[config.mk]
export PLATFORM = sky130hd
export DESIGN_NAME = cam_pattern_gen
export DESIGN_NICKNAME = d
export VERILOG_FILES = /design/src/rtl/cam_pattern_gen.sv
export SDC_FILE = /design/constraint.sdc
export NUM_CORES = 1
export LEC_CHECK = 0
export CORE_UTILIZATION = 45
export DETAILED_ROUTE_END_ITERATION = 6
export GPL_TIMING_DRIVEN = 0
export PLACE_DENSITY_LB_ADDON = 0.08
export SYNTH_ARGS = -nofsm -noshare
export SYNTH_HDL_FRONTEND = slang
export SYNTH_SLANG_ARGS = --single-unit
[constraint.sdc]
create_clock -name PCLK -period 3.45 [get_ports PCLK]
set_input_delay 0.69 -clock PCLK [delete_from_list [all_inputs] [get_ports PCLK]]
set_output_delay 0.69 -clock PCLK [all_outputs]
set_load 0.01 [all_outputs]
[src/rtl/cam_pattern_gen.sv]
// cam_pattern_gen: camera timing generator with selectable test patterns.
// Produces line/frame syncs, pixel data and a completed-frame counter.
module cam_pattern_gen #(
    parameter int HEND   = 1567,
    parameter int HON    = 287,
    parameter int VEND   = 509,
    parameter int VPEND  = 2,
    parameter int HWIDTH = 11,
    parameter int VWIDTH = 9,
    parameter int CKLOG  = 5
) (
    input  logic       PCLK,
    input  logic       RST,
    input  logic       Enable,
    input  logic [1:0] Mode,
    output logic       CamHsync,
    output logic       CamVsync,
    output logic [7:0] CamData,
    output logic       FrameStart,
    output logic [7:0] FrameCnt,
    output logic       Busy
);
    typedef enum logic {IDLE = 1'b0, RUN = 1'b1} state_t;
    localparam int HX = (HWIDTH > 11) ? HWIDTH : 11;

    state_t              r_state, w_next;
    logic [HWIDTH-1:0]   r_h;
    logic [VWIDTH-1:0]   r_v;
    logic                r_hs, r_vs;
    logic [7:0]          r_fc;
    logic [1:0]          r_mode;
    logic                w_run, w_hend, w_fend;
    logic [HX-1:0]       w_hx;
    logic [7:0]          w_pix;

    assign w_run  = (r_state == RUN);
    assign w_hend = (r_h == HWIDTH'(HEND));
    assign w_fend = w_run && w_hend && (r_v == VWIDTH'(VEND));

    always_comb begin
        w_next = r_state;
        if (!w_run && Enable)
            w_next = RUN;
        else if (w_fend && !Enable)
            w_next = IDLE;
    end

    always_ff @(posedge PCLK) begin
        if (RST) begin
            r_state <= IDLE;
            r_h     <= '0;
            r_v     <= '0;
            r_hs    <= 1'b0;
            r_vs    <= 1'b1;
            r_fc    <= '0;
            r_mode  <= '0;
        end else begin
            r_state <= w_next;
            if (!w_run) begin
                r_hs <= 1'b0;
                r_vs <= 1'b1;
                if (Enable)
                    r_mode <= Mode;
            end else begin
                r_h <= w_hend ? '0 : r_h + 1'b1;
                if (w_hend)
                    r_v <= (r_v == VWIDTH'(VEND)) ? '0 : r_v + 1'b1;
                if (r_h == HWIDTH'(HON))
                    r_hs <= 1'b1;
                else if (w_hend)
                    r_hs <= 1'b0;
                // Vsync edges are taken at line end so they align with line boundaries
                if (w_hend && r_v == VWIDTH'(VPEND))
                    r_vs <= 1'b0;
                else if (w_hend && r_v == VWIDTH'(VEND))
                    r_vs <= 1'b1;
                if (w_fend) begin
                    r_fc   <= r_fc + 1'b1;
                    r_mode <= Mode;
                end
            end
        end
    end

    assign w_hx  = HX'(r_h);
    assign w_pix = (r_mode == 2'd0) ? (w_hx[3] ? r_v[7:0] : {1'b0, w_hx[10:4]}) :
                   (r_mode == 2'd1) ? {r_h[HWIDTH-1 -: 3], 5'b0} :
                   (r_mode == 2'd2) ? ((w_hx[CKLOG] ^ r_v[CKLOG]) ? 8'hFF : 8'h00) :
                                      w_hx[7:0] + r_fc;

    assign CamHsync   = r_hs;
    assign CamVsync   = r_vs;
    assign CamData    = w_run ? w_pix : 8'h00;
    assign FrameStart = w_run && (r_h == '0) && (r_v == '0);
    assign FrameCnt   = r_fc;
    assign Busy       = w_run;
endmodule

==> implementation parameters, run 1 <==
Parameter                              Value

Synth
  Count of flip-flops with a built-in enable after synthesis    0
  Prevailing post-synth register cell    sky130_fd_sc_hd__dfxtp_1
  Netlist Area Pre-Place    between 2000 and 2500 um^2
  Syn_nets    between 200 and 300
  Share of the synthesized area in the top cell type    0.3012
  Synth Instances    270
  Dominant cell by count in the synthesized netlist    sky130_fd_sc_hd__nor2_1
  Ranking of synthesized cells by instance count    sky130_fd_sc_hd__nor2_1, sky130_fd_sc_hd__dfxtp_1, sky130_fd_sc_hd__a21oi_1, sky130_fd_sc_hd__xor2_1, sky130_fd_sc_hd__nand2_1
  Largest cells by area after synthesis    sky130_fd_sc_hd__dfxtp_1, sky130_fd_sc_hd__ha_1, sky130_fd_sc_hd__xor2_1, sky130_fd_sc_hd__nor2_1, sky130_fd_sc_hd__a21oi_1
  Library cell occupying the most area in the post-synthesis netlist    sky130_fd_sc_hd__dfxtp_1
  Synth unique cells    between 40 and 50
  Synthesis warning total    0
  Flop and latch count out of synthesis    33
  Register area share after synthesis    0.3012
  Share of flip-flops with an asynchronous set or reset    0
  Per-instance average area after synthesis    about 8.1 um^2

Critical path
  Worst-path fanout max    10
  Worst reg2reg setup slack    between 1000 and 1500 ps
  Data arrival at the endpoint of the critical path    approximately 2600 ps
  Depth of the worst register-to-register path    8
  Capturing point of the worst reg2reg path    FrameCnt[6]$_SDFFE_PP0P_
  Startpoint type of the worst setup path    register
  Critical Setup Path Class    register to primary output
  Worst Setup End Kind    primary output
  Reg-to-Reg Start    r_v[1]$_SDFFE_PP0N_
  Critical path data required time    roughly 2800 ps

Timing
  Measured slew at the worst slew-check pin    a little under 800 ps
  Clock period minus final worst setup slack    3298 ps
  Final hold violations    0
  Number of max-slew violations in the final report    0
  Max-Slew Margin vs Limit    0.4698
  Max Clock Skew    roughly 15 ps
  Highest clock frequency the design can meet    between 300 and 400 MHz
  Share of the clock period used by the worst path    0.9558
  Setup repair after global routing missed its margin    false
  Final setup violation count    0
  Post-route setup TNS    0 ps

Clocking
  Total clock sinks    33
  Hold Buf Count CTS    0
  Number of H-tree branching levels    2
  Max Buffers Root-to-Sink    2
  Clock latency reported for the late side of the worst-skew pair    about 290 ps
  Number of CTS-inserted buffers    5
  Buffer cell driving the clock tree root    sky130_fd_sc_hd__clkbuf_8
  Clock transition at the registers of the reported paths    approximately 70 ps
  TritonCTS clock tree    built

Layout
  Share of cells above drive strength 1    0.07000
  Area growth, synth to finish    17.86%
  Final antenna diode count    0
  Layout net count    320
  Summed area of non-filler cells in the final layout    2585 um^2

Global route
  Met3 track utilization from global routing    0.04923
  GRT met2 Usage    0.3428
  Via count of the first global-routing pass    between 1500 and 2000
  Global-route wire length before repair    9.211 mm
  GRT Resource Usage Total    0.2353
  Global route total overflow    0
  Number of antenna violations at the first check in global routing    0
  Largest net degree at the start of global routing    11
  Most heavily used metal layer in global routing    met1
  Global-route met1 utilization    0.3438

Min path
  Critical hold path startpoint    CamHsync$_SDFFE_PP0P_
  Hold Path End    CamHsync$_SDFFE_PP0P_
  Hold Path Stages    2
  Type of the worst min-delay path    register to register

Placed design
  Final GP Congestion    roughly 0.8
  Buffers on Ports    23
  Cell area after placement    2491 um^2
  HPWL Detailed    about 4.1 mm

Floorplan
  Ports placed on the boundary    25
  Std-Cell Rows    25
  Die Footprint    between 5000 and 6000 um^2
  Effective utilization at floorplan    0.4675
  Area of the core region    about 4700 um^2
  Die boundary width    between 70 and 80 um
  Y dimension of the die    between 70 and 80 um

Route
  Avg Vias per Cell    ~5.6
  Average wire per standard cell    about 16 um
  Post-route DRC    0
  Count of routing violations after the opening detailed-route iteration    around 180
  Total iterations of the first detailed-routing run    4
  Vias after detailed routing    1972
  Count of antenna-violating nets left after detailed routing    0
  Wirelength, routed    roughly 5.5 mm

Job
  Max-cap violation count    0

Pwr
  Leak    slightly below 0.001 uW
  Peak supply drop    between 0.2 and 0.25 mV
  Total power    between 700 and 800 uW
  Total power per unit cell area    about 290 nW/um^2

Outcome
  Status    finished, final reports clean
cell families (layout without fill, tap and decap cells):
group | Yosys count | after routing | share of synthesized area
simple gates | 112 | 112 | 0.2738
buf+inv | 24 | 54 | 0.04906
xor+xnor | 27 | 27 | 0.1078
flops | 33 | 33 | 0.3012
compound gates | 50 | 50 | 0.1369
fa+ha+maj | 15 | 15 | 0.08899
mux | 9 | 9 | 0.04221
worst max-delay path by stage:
stage	startpoint	end	slack, ps	cells after the start
after floorplan	FrameCnt[0]$_SDFFE_PP0P_	CamData[6]	750	7
after detailed placement	FrameCnt[0]$_SDFFE_PP0P_	CamData[6]	240	8
final	r_h[3]$_SDFFE_PP0P_	CamData[0]	150	8
after CTS	FrameCnt[0]$_SDFFE_PP0P_	CamData[6]	120	8
after global placement	FrameCnt[0]$_SDFFE_PP0P_	CamData[6]	220	8
after global routing	r_h[0]$_SDFFE_PP0P_	CamData[4]	4	8
per-stage QoR:
step,util,worst slack (ps),hold WS [ps],std cells
after detailed placement,0.5309,236.1,495.2,347
after floorplan,-,748.6,484.6,270
after global routing,0.5509,4.170,534.3,354
after CTS,0.5501,124.2,513.0,354
after global placement,0.5309,215.2,493.3,347
final,0.5509,152.4,504.4,354
report_power, final:
group / switching, uW / internal (uW)
Sequential: 4.46 / 385
Combinational: 35.9 / 26.2
Clock: 147 / 158
cell usage in the layout (no fill, tap or decap), drive strengths merged, types with 7 or more instances in the layout:
| master | count |
|---|---|
| a21oi | 18 |
| clkbuf | 18 |
| clkdlybuf4s50 | 22 |
| dfxtp | 33 |
| ha | 14 |
| inv | 8 |
| mux2i | 7 |
| nand2 | 16 |
| nand3 | 8 |
| nand4 | 8 |
| nor2 | 38 |
| nor4 | 7 |
| o21ai | 11 |
| xnor2 | 9 |
| xor2 | 18 |
worst max-delay path, stage by stage (launching register included):
cell,delay (ps)
sky130_fd_sc_hd__dfxtp_1,350
sky130_fd_sc_hd__clkbuf_1,320
sky130_fd_sc_hd__clkbuf_2,350
sky130_fd_sc_hd__mux2i_1,110
sky130_fd_sc_hd__or2_2,290
sky130_fd_sc_hd__a21oi_1,140
sky130_fd_sc_hd__a21oi_1,50
sky130_fd_sc_hd__nor2_1,130
sky130_fd_sc_hd__clkdlybuf4s50_1,560
state kept, by name, indices dropped and copies added (netlist names):
register  cells
r_h          11
r_v           9
CamHsync      1
CamVsync      1
FrameCnt      8
Busy          1
r_mode        2
area by class of cell:
cell class                 count  area (um^2)
timing repair buffer          23        229.0
inverter                       8        30.03
buffer                        16        78.83
sequential                    33        660.6
tap                           54        67.56
clock inverter                 1        7.507
multi-input combinational    213         1429
clock buffer                   6        82.58
fill                         468         2107
repair_timing:
action / in CTS / in global routing
endpoints found under the setup margin: 2 / 1
pin swaps: 0 / 0
buffers inserted: 0 / 0
resized for setup: 2 / 1
per-layer routing:
metal / routed length (um) / vias up
li1: - / 1016
met1: 2794 / 896
met2: 2309 / 55
met3: 367 / 5
met4: 40 / 0
met5: 0 / -
No activity file was read; power rests on OpenSTA's default activity.
==> run 2, diff against run 1 <==
CORE_ASPECT_RATIO = 2   (was not set)
==> implementation parameters, run 2 (synthesis results as in run 1) <==
Parameter                              Value

Outcome
  Status    finished, final reports clean (unchanged)

Floorplan
  Y dimension of the die    100.7 um (was 71.82 um)
  Area of the core region    4642 um^2 (was 4692 um^2)
  Effective utilization at floorplan    0.4725 (was 0.4675)
  Die Footprint    5174 um^2 (was 5157 um^2)
  Die boundary width    51.37 um (was 71.82 um)
  Std-Cell Rows    35 (was 25)
  Ports placed on the boundary    25 (unchanged)

Clocking
  Number of CTS-inserted buffers    5 (unchanged)
  Total clock sinks    33 (unchanged)
  TritonCTS clock tree    built (unchanged)
  Number of H-tree branching levels    2 (unchanged)
  Buffers inserted during post-CTS setup optimization    0 (unchanged)
  Hold Buf Count CTS    0 (unchanged)
  Buffer cell driving the clock tree root    sky130_fd_sc_hd__clkbuf_8 (unchanged)
  Clock transition at the registers of the reported paths    70 ps (about the same)
  Clock latency reported for the late side of the worst-skew pair    280 ps (was 290 ps)
  Max Buffers Root-to-Sink    2 (unchanged)

Critical path
  Critical path data required time    2760 ps (about the same)
  Worst-path fanout max    10 (unchanged)
  Critical Setup Path Class    register to primary output (unchanged)
  Data arrival at the endpoint of the critical path    2620 ps (was 2610 ps)
  Worst Setup End Kind    primary output (unchanged)
  Startpoint type of the worst setup path    register (unchanged)
  Worst reg2reg setup slack    1090 ps (was 1200 ps)

Route
  Vias after detailed routing    2037 (was 1972)
  Avg Vias per Cell    5.722 (was 5.571)
  Count of antenna-violating nets left after detailed routing    0 (unchanged)
  Average wire per standard cell    16.43 um (was 15.57 um)
  Wirelength, routed    5.849 mm (was 5.512 mm)
  Count of routing violations after the opening detailed-route iteration    45 (was 175)
  Total iterations of the first detailed-routing run    4 (unchanged)
  Post-route DRC    0 (unchanged)

Timing
  Measured slew at the worst slew-check pin    766.1 ps (was 788.0 ps)
  Max Clock Skew    7.462 ps (was 14.86 ps)
  Share of the clock period used by the worst path    0.9583 (was 0.9558)
  Highest clock frequency the design can meet    302.5 MHz (was 303.2 MHz)
  Setup repair after global routing missed its margin    false (unchanged)
  Final hold violations    0 (unchanged)
  Final setup violation count    0 (unchanged)
  Number of max-slew violations in the final report    0 (unchanged)
  Post-route setup TNS    0 ps (unchanged)
  Clock period minus final worst setup slack    3306 ps (was 3298 ps)
  Max-Slew Margin vs Limit    0.4846 (was 0.4698)
  Smallest hold slack    498.5 ps (was 504.4 ps)

Pwr
  Total power per unit cell area    298.8 nW/um^2 (was 292.8 nW/um^2)
  Leak    0.001009 uW (was 0.0009815 uW)
  Peak supply drop    0.2457 mV (was 0.2190 mV)

Layout
  Area growth, synth to finish    18.65% (was 17.86%)
  Layout net count    320 (unchanged)
  Most frequent cells in the layout    sky130_fd_sc_hd__nor2_1, sky130_fd_sc_hd__dfxtp_1, sky130_fd_sc_hd__clkdlybuf4s50_1, sky130_fd_sc_hd__a21oi_1, sky130_fd_sc_hd__xor2_1 (was sky130_fd_sc_hd__nor2_1, sky130_fd_sc_hd__dfxtp_1, sky130_fd_sc_hd__clkdlybuf4s50_1, sky130_fd_sc_hd__xor2_1, sky130_fd_sc_hd__a21oi_1)
  Flip-flop count of the largest register after layout    11 (unchanged)
  Fill cell count    459 (was 468)
  Share of cells above drive strength 1    0.08306 (was 0.07000)
  Largest register by flop count    r_h (unchanged)
  Leading cell type in the layout, fill and taps excluded    sky130_fd_sc_hd__nor2_1 (unchanged)
  Final antenna diode count    0 (unchanged)

Global route
  GRT met2 Usage    0.4975 (was 0.3428)
  Number of antenna violations at the first check in global routing    0 (unchanged)
  Met3 track utilization from global routing    0.03167 (was 0.04923)
  Via count of the first global-routing pass    2014 (was 1837)
  Global-route wire length before repair    9.459 mm (was 9.211 mm)
  Largest net degree at the start of global routing    11 (unchanged)
  GRT Resource Usage Total    0.2483 (was 0.2353)
  Global route total overflow    0 (unchanged)
  Most heavily used metal layer in global routing    met2 (was met1)
  Global-route met1 utilization    0.2381 (was 0.3438)

Placed design
  Buffers on Ports    23 (unchanged)
  HPWL Detailed    4.594 mm (was 4.131 mm)
  Final GP Congestion    0.9150 (was 0.8179)

Min path
  Type of the worst min-delay path    register to register (unchanged)

Job
  Max-cap violation count    0 (unchanged)
[run 2: repair_timing]
| item | 4_1_cts | 5_1_grt |
|---|---|---|
| endpoints found under the setup margin | 1 | 4 |
| resized for setup | 1 | 7 |
| hold endpoints to repair | 0 | 0 |
[run 2: critical path, stage by stage (launching register included)]
cell                              delay, ps
sky130_fd_sc_hd__dfxtp_1                320
sky130_fd_sc_hd__clkbuf_1               400
sky130_fd_sc_hd__inv_1                  260
sky130_fd_sc_hd__a21oi_1                360
sky130_fd_sc_hd__o221ai_1               200
sky130_fd_sc_hd__a211oi_1               220
sky130_fd_sc_hd__clkdlybuf4s50_1        570
[run 2: metal layers]
metal / vias to the layer above / part of all wire
li1: 1015 / -
met1: 962 / 0.37
met2: 48 / 0.58
met3: 12 / 0.024
met4: 0 / 0.023
met5: - / 0
[run 2: final timing paths]
path                                         endpoint  depth (start not counted)                   from
worst max-delay path                       CamData[7]                          6      Busy$_SDFFE_PP0P_
worst min-delay path            CamHsync$_SDFFE_PP0P_                          2  CamHsync$_SDFFE_PP0P_
worst max register to register    r_v[1]$_SDFFE_PP0N_                          8    r_h[5]$_SDFFE_PP0P_
worst min register to register  CamHsync$_SDFFE_PP0P_                          2  CamHsync$_SDFFE_PP0P_
[run 2: through the flow]
stage / util / total power, uW / setup slack [ps] / std cells / instance area [um^2]
final: 0.5606 / 777.6 / 144.0 / 356 / 2603
after global routing: 0.5606 / 809.4 / 20.55 / 356 / 2603
after CTS: 0.5585 / 787.1 / 91.81 / 356 / 2592
after detailed placement: 0.5369 / 459.9 / 173.9 / 348 / 2492
after global placement: 0.5369 / 459.7 / 187.9 / 348 / 2492
after floorplan: - / 435.7 / 748.6 / 270 / 2193
[run 2: cell type report]
class	count	area, um^2	share of cell area
multi-input combinational	213	1428	0.5486
sequential	33	664.4	0.2553
timing repair buffer	23	231.5	0.08894
clock buffer	7	96.34	0.03702
buffer	16	78.83	0.03029
tap	55	68.82	0.02644
inverter	8	30.03	0.01154
clock inverter	1	5.005	0.001923
[run 2: where the power goes]
group          leakage, uW  total [uW]  internal, uW  switching [uW]
Clock            0.0000542         326           180             145
Combinational     0.000686        61.5          25.7            35.8
Sequential        0.000268         390           385            4.90
